### src/rtl/bus_pkg.sv
`default_nettype none
// ============================================================================
// Module      : bus_pkg
// Description : Shared bus command encodings used by all memory requesters.
// Revision    : 1.0 - initial release
// ============================================================================
package bus_pkg;

  localparam logic [1:0] BUS_NONE  = 2'd0;
  localparam logic [1:0] BUS_LOAD  = 2'd1;
  localparam logic [1:0] BUS_STORE = 2'd2;

endpackage
`default_nettype wire

### src/rtl/mem_arb_pkg.sv
`default_nettype none
// ============================================================================
// Module      : mem_arb_pkg
// Description : Arbiter state type and starvation-limit default.
// Revision    : 1.0 - initial release
// ============================================================================
package mem_arb_pkg;

  typedef enum logic [1:0] {
    ARB_IDLE   = 2'd0,
    ARB_BUSY_I = 2'd1,
    ARB_BUSY_D = 2'd2,
    ARB_RESP   = 2'd3
  } arb_state_t;

  localparam logic [2:0] STARVE_LIMIT_DEFAULT = 3'd4;

endpackage
`default_nettype wire

### src/rtl/mem_arb_starve_ctr.sv
`default_nettype none
// ============================================================================
// Module      : mem_arb_starve_ctr
// Description : Counts data grants taken while a fetch waits; flags the limit.
// Revision    : 1.0 - initial release
// ============================================================================
module mem_arb_starve_ctr
  import mem_arb_pkg::*;
#(
  parameter logic [2:0] STARVE_LIMIT = STARVE_LIMIT_DEFAULT
) (
  input  logic clk,
  input  logic rst,
  input  logic data_grant,
  input  logic fetch_grant,
  input  logic fetch_pending,
  output logic at_limit
);

  logic [2:0] r_cnt;

  // The limit forces a fetch grant, so the count never runs past it.
  always_ff @(posedge clk or posedge rst) begin
    if (rst) begin
      r_cnt <= 3'd0;
    end else if (fetch_grant) begin
      r_cnt <= 3'd0;
    end else if (data_grant && fetch_pending) begin
      r_cnt <= r_cnt + 3'd1;
    end
  end

  assign at_limit = (r_cnt == STARVE_LIMIT);

endmodule
`default_nettype wire

### src/rtl/mem_arbiter.sv
`default_nettype none
// ============================================================================
// Module      : mem_arbiter
// Description : Fetch/data arbiter onto one shared memory port, data priority.
//               Define ARB_STARVE_GUARD_EN to bound fetch starvation.
// Revision    : 1.0 - initial release
// ============================================================================
module mem_arbiter
  import bus_pkg::*;
  import mem_arb_pkg::*;
#(
  parameter logic [2:0] STARVE_LIMIT = STARVE_LIMIT_DEFAULT
) (
  input  logic        clk,
  input  logic        rst,
  input  logic [1:0]  if_cmd,
  input  logic [31:0] if_addr,
  output logic [31:0] if_rdata,
  output logic        if_done,
  input  logic [1:0]  dm_cmd,
  input  logic [31:0] dm_addr,
  input  logic [31:0] dm_wdata,
  output logic [31:0] dm_rdata,
  output logic        dm_done,
  output logic [1:0]  mem_cmd,
  output logic [31:0] mem_addr,
  output logic [31:0] mem_wdata,
  input  logic [31:0] mem_rdata,
  input  logic        mem_ack,
  output logic        stall_if,
  output logic        stall_mem
);

  localparam logic [1:0] c_IDLE   = ARB_IDLE;
  localparam logic [1:0] c_BUSY_I = ARB_BUSY_I;
  localparam logic [1:0] c_BUSY_D = ARB_BUSY_D;
  localparam logic [1:0] c_RESP   = ARB_RESP;

  if (STARVE_LIMIT == 3'd0) begin : g_limit_check
    $error("mem_arbiter: STARVE_LIMIT must be in 1..7");
  end

  logic [1:0]  r_state;
  logic        r_fetch;
  logic [1:0]  r_cmd;
  logic [31:0] r_addr;
  logic [31:0] r_wdata;
  logic [31:0] r_if_rdata;
  logic [31:0] r_dm_rdata;

  logic w_if_req;
  logic w_dm_req;
  logic w_force_if;
  logic w_idle;
  logic w_busy;
  logic w_grant_d;
  logic w_grant_i;

  assign w_if_req = (if_cmd != BUS_NONE);
  assign w_dm_req = (dm_cmd != BUS_NONE);
  assign w_idle   = (r_state == c_IDLE);
  assign w_busy   = (r_state == c_BUSY_I) || (r_state == c_BUSY_D);

`ifdef ARB_STARVE_GUARD_EN
  logic w_at_limit;

  mem_arb_starve_ctr #(
    .STARVE_LIMIT (STARVE_LIMIT)
  ) u_starve_ctr (
    .clk           (clk),
    .rst           (rst),
    .data_grant    (w_grant_d),
    .fetch_grant   (w_grant_i),
    .fetch_pending (w_if_req),
    .at_limit      (w_at_limit)
  );

  assign w_force_if = w_at_limit & w_if_req;
`else
  assign w_force_if = 1'b0;
`endif

  assign w_grant_d = w_idle && w_dm_req && !w_force_if;
  assign w_grant_i = w_idle && w_if_req && (!w_dm_req || w_force_if);

  always_ff @(posedge clk or posedge rst) begin
    if (rst) begin
      r_state    <= c_IDLE;
      r_fetch    <= 1'b0;
      r_cmd      <= BUS_NONE;
      r_addr     <= 32'd0;
      r_wdata    <= 32'd0;
      r_if_rdata <= 32'd0;
      r_dm_rdata <= 32'd0;
    end else begin
      case (r_state)
        c_IDLE: begin
          if (w_grant_d) begin
            r_state <= c_BUSY_D;
            r_fetch <= 1'b0;
            r_cmd   <= dm_cmd;
            r_addr  <= dm_addr;
            r_wdata <= dm_wdata;
          end else if (w_grant_i) begin
            // Fetches are always reads regardless of the requested code.
            r_state <= c_BUSY_I;
            r_fetch <= 1'b1;
            r_cmd   <= BUS_LOAD;
            r_addr  <= if_addr;
            r_wdata <= 32'd0;
          end
        end
        c_BUSY_I: begin
          if (mem_ack) begin
            r_if_rdata <= mem_rdata;
            r_state    <= c_RESP;
          end
        end
        c_BUSY_D: begin
          if (mem_ack) begin
            if (r_cmd != BUS_STORE) begin
              r_dm_rdata <= mem_rdata;
            end
            r_state <= c_RESP;
          end
        end
        c_RESP:  r_state <= c_IDLE;
        default: r_state <= c_IDLE;
      endcase
    end
  end

  assign mem_cmd   = w_busy ? r_cmd   : BUS_NONE;
  assign mem_addr  = w_busy ? r_addr  : 32'd0;
  assign mem_wdata = w_busy ? r_wdata : 32'd0;

  assign if_rdata  = r_if_rdata;
  assign dm_rdata  = r_dm_rdata;
  assign if_done   = (r_state == c_RESP) &&  r_fetch;
  assign dm_done   = (r_state == c_RESP) && !r_fetch;

  assign stall_if  = w_if_req & ~if_done;
  assign stall_mem = w_dm_req & ~dm_done;

endmodule
`default_nettype wire

### config.mk
export PLATFORM = sky130hd
export DESIGN_NAME = mem_arbiter
export DESIGN_NICKNAME = d
export VERILOG_FILES = /design/src/rtl/bus_pkg.sv /design/src/rtl/mem_arb_pkg.sv /design/src/rtl/mem_arb_starve_ctr.sv /design/src/rtl/mem_arbiter.sv
export SDC_FILE = /design/constraint.sdc
export NUM_CORES = 1
export LEC_CHECK = 0
export CORE_MARGIN = 4
export CORE_UTILIZATION = 43
export CTS_BUF_LIST = sky130_fd_sc_hd__clkbuf_8
export DETAILED_ROUTE_END_ITERATION = 10
export GPL_TIMING_DRIVEN = 0
export PLACE_DENSITY = 0.9
export SKIP_CTS_REPAIR_TIMING = 1
export SLEW_MARGIN = 40
export SYNTH_ARGS = -nofsm -noshare
export SYNTH_HDL_FRONTEND = slang
export SYNTH_HIERARCHICAL = 1
export SYNTH_SLANG_ARGS = --single-unit
### constraint.sdc
create_clock -name clk -period 5.05 [get_ports clk]
set_clock_uncertainty 0.15 [all_clocks]
set_input_delay 0.7575 -clock clk [delete_from_list [all_inputs] [get_ports clk]]
set_output_delay 0.7575 -clock clk [all_outputs]
set_load 0.02 [all_outputs]
==> impl_metrics.yaml <==
run_status:
  status: "finished clean"
sta:
  rsz0062_at_grt: "false"
  finalHoldViolCount: 0
  worstMarginPinSlew_ns: 0.568
  finalSetupViolCount: 0
  slew_headroom_pct: 62.1
  fin_setup_tns_ns: 0
  fin_crit_sh_pct: 76.1
  max_freq_ghz: 0.260
  period_needed_ns: 3.84
  maxSlewViolCount: 0
global_route:
  grt_pass1_wl_mm: 26.1
  grt_use_total_pct: 22.6
  antenna_found_initial: 0
  first_global_vias: 5072
  grt_max_degree: 68
  overflow: 0
cells_and_area:
  fin_nets: 888
  syn_to_final_growth_pct: 57.3
  final_core_utilization_pct: 69.0
  n_antenna_cell: 0
  n_fill_cell: 928
  drive_gt1_share_pct: 15.6
  multi_input_area_um2: 2250
  regArea_um2: 3330
worst_setup_path:
  cp.arrival_ns: 2.94
  crit_required_ns: 4.14
  cp-start-kind: "flip-flop"
  critical_path_class: "flip-flop to primary output"
  worstSetupEndpointType: "primary output"
  path_max_fanout: 10
placed_design:
  gp_congestion: 0.885
  dp_hpwl_mm: 13.5
  numPortBuffers: 268
clocking:
  htree_num_levels: 4
  clk_latency_ns: 0.43
  numCtsBuffers: 17
  cts_tree: "built"
  clk_pin_slew_worst_paths_ns: 0.08
  clock_path_buffers: 2
  cts_root_buf: "clkbuf_8"
  clock-sinks: 133
synthesis:
  synth_area_um2: 5780
  synth_top_area_share_pct: 57.6
  ys.warnings.count: 6
  synthTopCellsByArea: "dfrtp_1 58%, mux2_2 12%, and2_1 7.2%"
  ys_types: 27
  avgSynthCellArea_um2: 12.6
  yosysSeqAreaShare_pct: 57.6
  syn-instance-count: 460
  synth_nets: 600
  synth_top_cell_by_area: "dfrtp_1"
  synth-seq-cells: 133
routing:
  wl_met1_mm: 6.61
  highest_layer: "met4"
  drc: 0
  dr_wl_met3_mm: 1.45
  drt_iter0_drc: 206
  drt_first_pass_iters: 4
  routedWlPerCell_um: 18.4
  drt.antenna.violating_nets: 0
  num_vias: 4673
  via_per_inst: 4.99
  dr_wl_met2_mm: 8.88
  detail_route.wirelength_mm: 17.3
floorplanning:
  start_util_pct: 43.8
  die_w_um: 124
  die_h_um: 124
  io_pins: 269
  core_um2: 13200
  dieArea_um2: 15400
  rows: 42
hold_path:
  hp-class: "flip-flop to flip-flop"
power_and_ir_drop:
  vdd_drop_max_mv: 0.382
  p_leak_nw: 3.89
  power_density_nw_per_um2: 712
flow_run:
  cap_violations: 0
## power breakdown
part           switching, mW  internal (mW)  leakage [nW]  total [mW]
logic                   1.89           1.86          2.10        3.76
clock network          0.428          0.404         0.181       0.832
registers              0.289           1.60          1.61        1.89
total                   2.61           3.87          3.89        6.48
## worst paths after layout
check	start	end	slack [ns]	cells past startpoint
max	r_state[1]	mem_wdata[28]	1.21	6
min	r_addr[30]	r_addr[30]	0.33	2
max reg2reg	r_state[1]	r_addr[4]	2.92	7
min reg2reg	r_addr[30]	r_addr[30]	0.33	2
max in group asynchronous	rst	r_wdata[28]	3.45	3
min in group asynchronous	rst	dm_rdata[17]	0.62	2
## registers in the layout (all words and copies together), names as in the netlist
signal	flops
r_cmd	2
dm_rdata	32
r_addr	32
r_state	2
r_wdata	32
r_fetch	1
if_rdata	32
## layout by cell type (no fill, tap or decap), types with 9 or more instances in the layout
cell and instances:
and2_1 67, dfrtp_1 133, mux2_2 64, nand2_1 36, o21ai_1 9, clkbuf_1 11
clkbuf_8 18, mux2i_1 32, buf_2 11, o21ai_0 25, clkdlybuf4s50_1 268, a22o_1 32
## cells in the mapped netlist, drive strengths merged
cell type	instances
nor2b	2
o22a	1
a21oi	3
mux2	64
nand2	36
a2bb2oi	2
o41ai	1
o21ai	34
mux2i	32
a22o	32
buf	19
dfrtp	133
inv	7
nor2	4
o21a	1
a21boi	1
and2	67
o211ai	1
a32oi	1
nand3	1
clkbuf	12
ha	5
nor3	1
## metal layers
metal | vias to the layer above | GRT usage [%]
li1 | 2163 | -
met5 | - | 0
met4 | 0 | 7.87
met1 | 2265 | 25.5
met3 | 24 | 7.27
met2 | 221 | 40.3
## worst max-delay path, cell delays in order (launching register included)
cell and delay, ns:
dfrtp_1 0.41, inv_1 0.10, ha_1 0.37, clkbuf_1 0.47, clkbuf_1 0.34, and2_1 0.19
clkdlybuf4s50_1 0.63
## area by class of cell
class                      count  area share [%]
sequential                   133            36.6
timing repair buffer         269            29.8
multi-input combinational    289            24.7
clock buffer                  18            2.72
tap                          176            2.42
buffer                        31            2.01
clock inverter                14            1.40
inverter                       7           0.371
## kinds of logic (layout without fill, tap and decap cells)
group	count (synthesis)	count (layout)	share of synthesized area (%)
AOI/OAI and AO/OA	77	77	9.52
adders and majority gates	5	5	1.08
buffers and inverters	38	339	3.61
DFF	133	133	57.6
muxes	96	96	18.0
and+or+nand+nor	111	111	10.2
## stage by stage
step	instance area [um^2]	hold WS (ns)	std cells	setup slack [ns]	power, mW
after floorplan	5780	0.292	460	0.588	3.92
after global routing	9100	0.357	937	0.974	6.89
after CTS	9100	0.338	937	1.13	6.55
final	9100	0.332	937	1.21	6.48
after detailed placement	8720	0.319	905	1.62	5.69
after global placement	8690	0.305	904	-0.986	5.56
(Power assumes the default switching activity.)
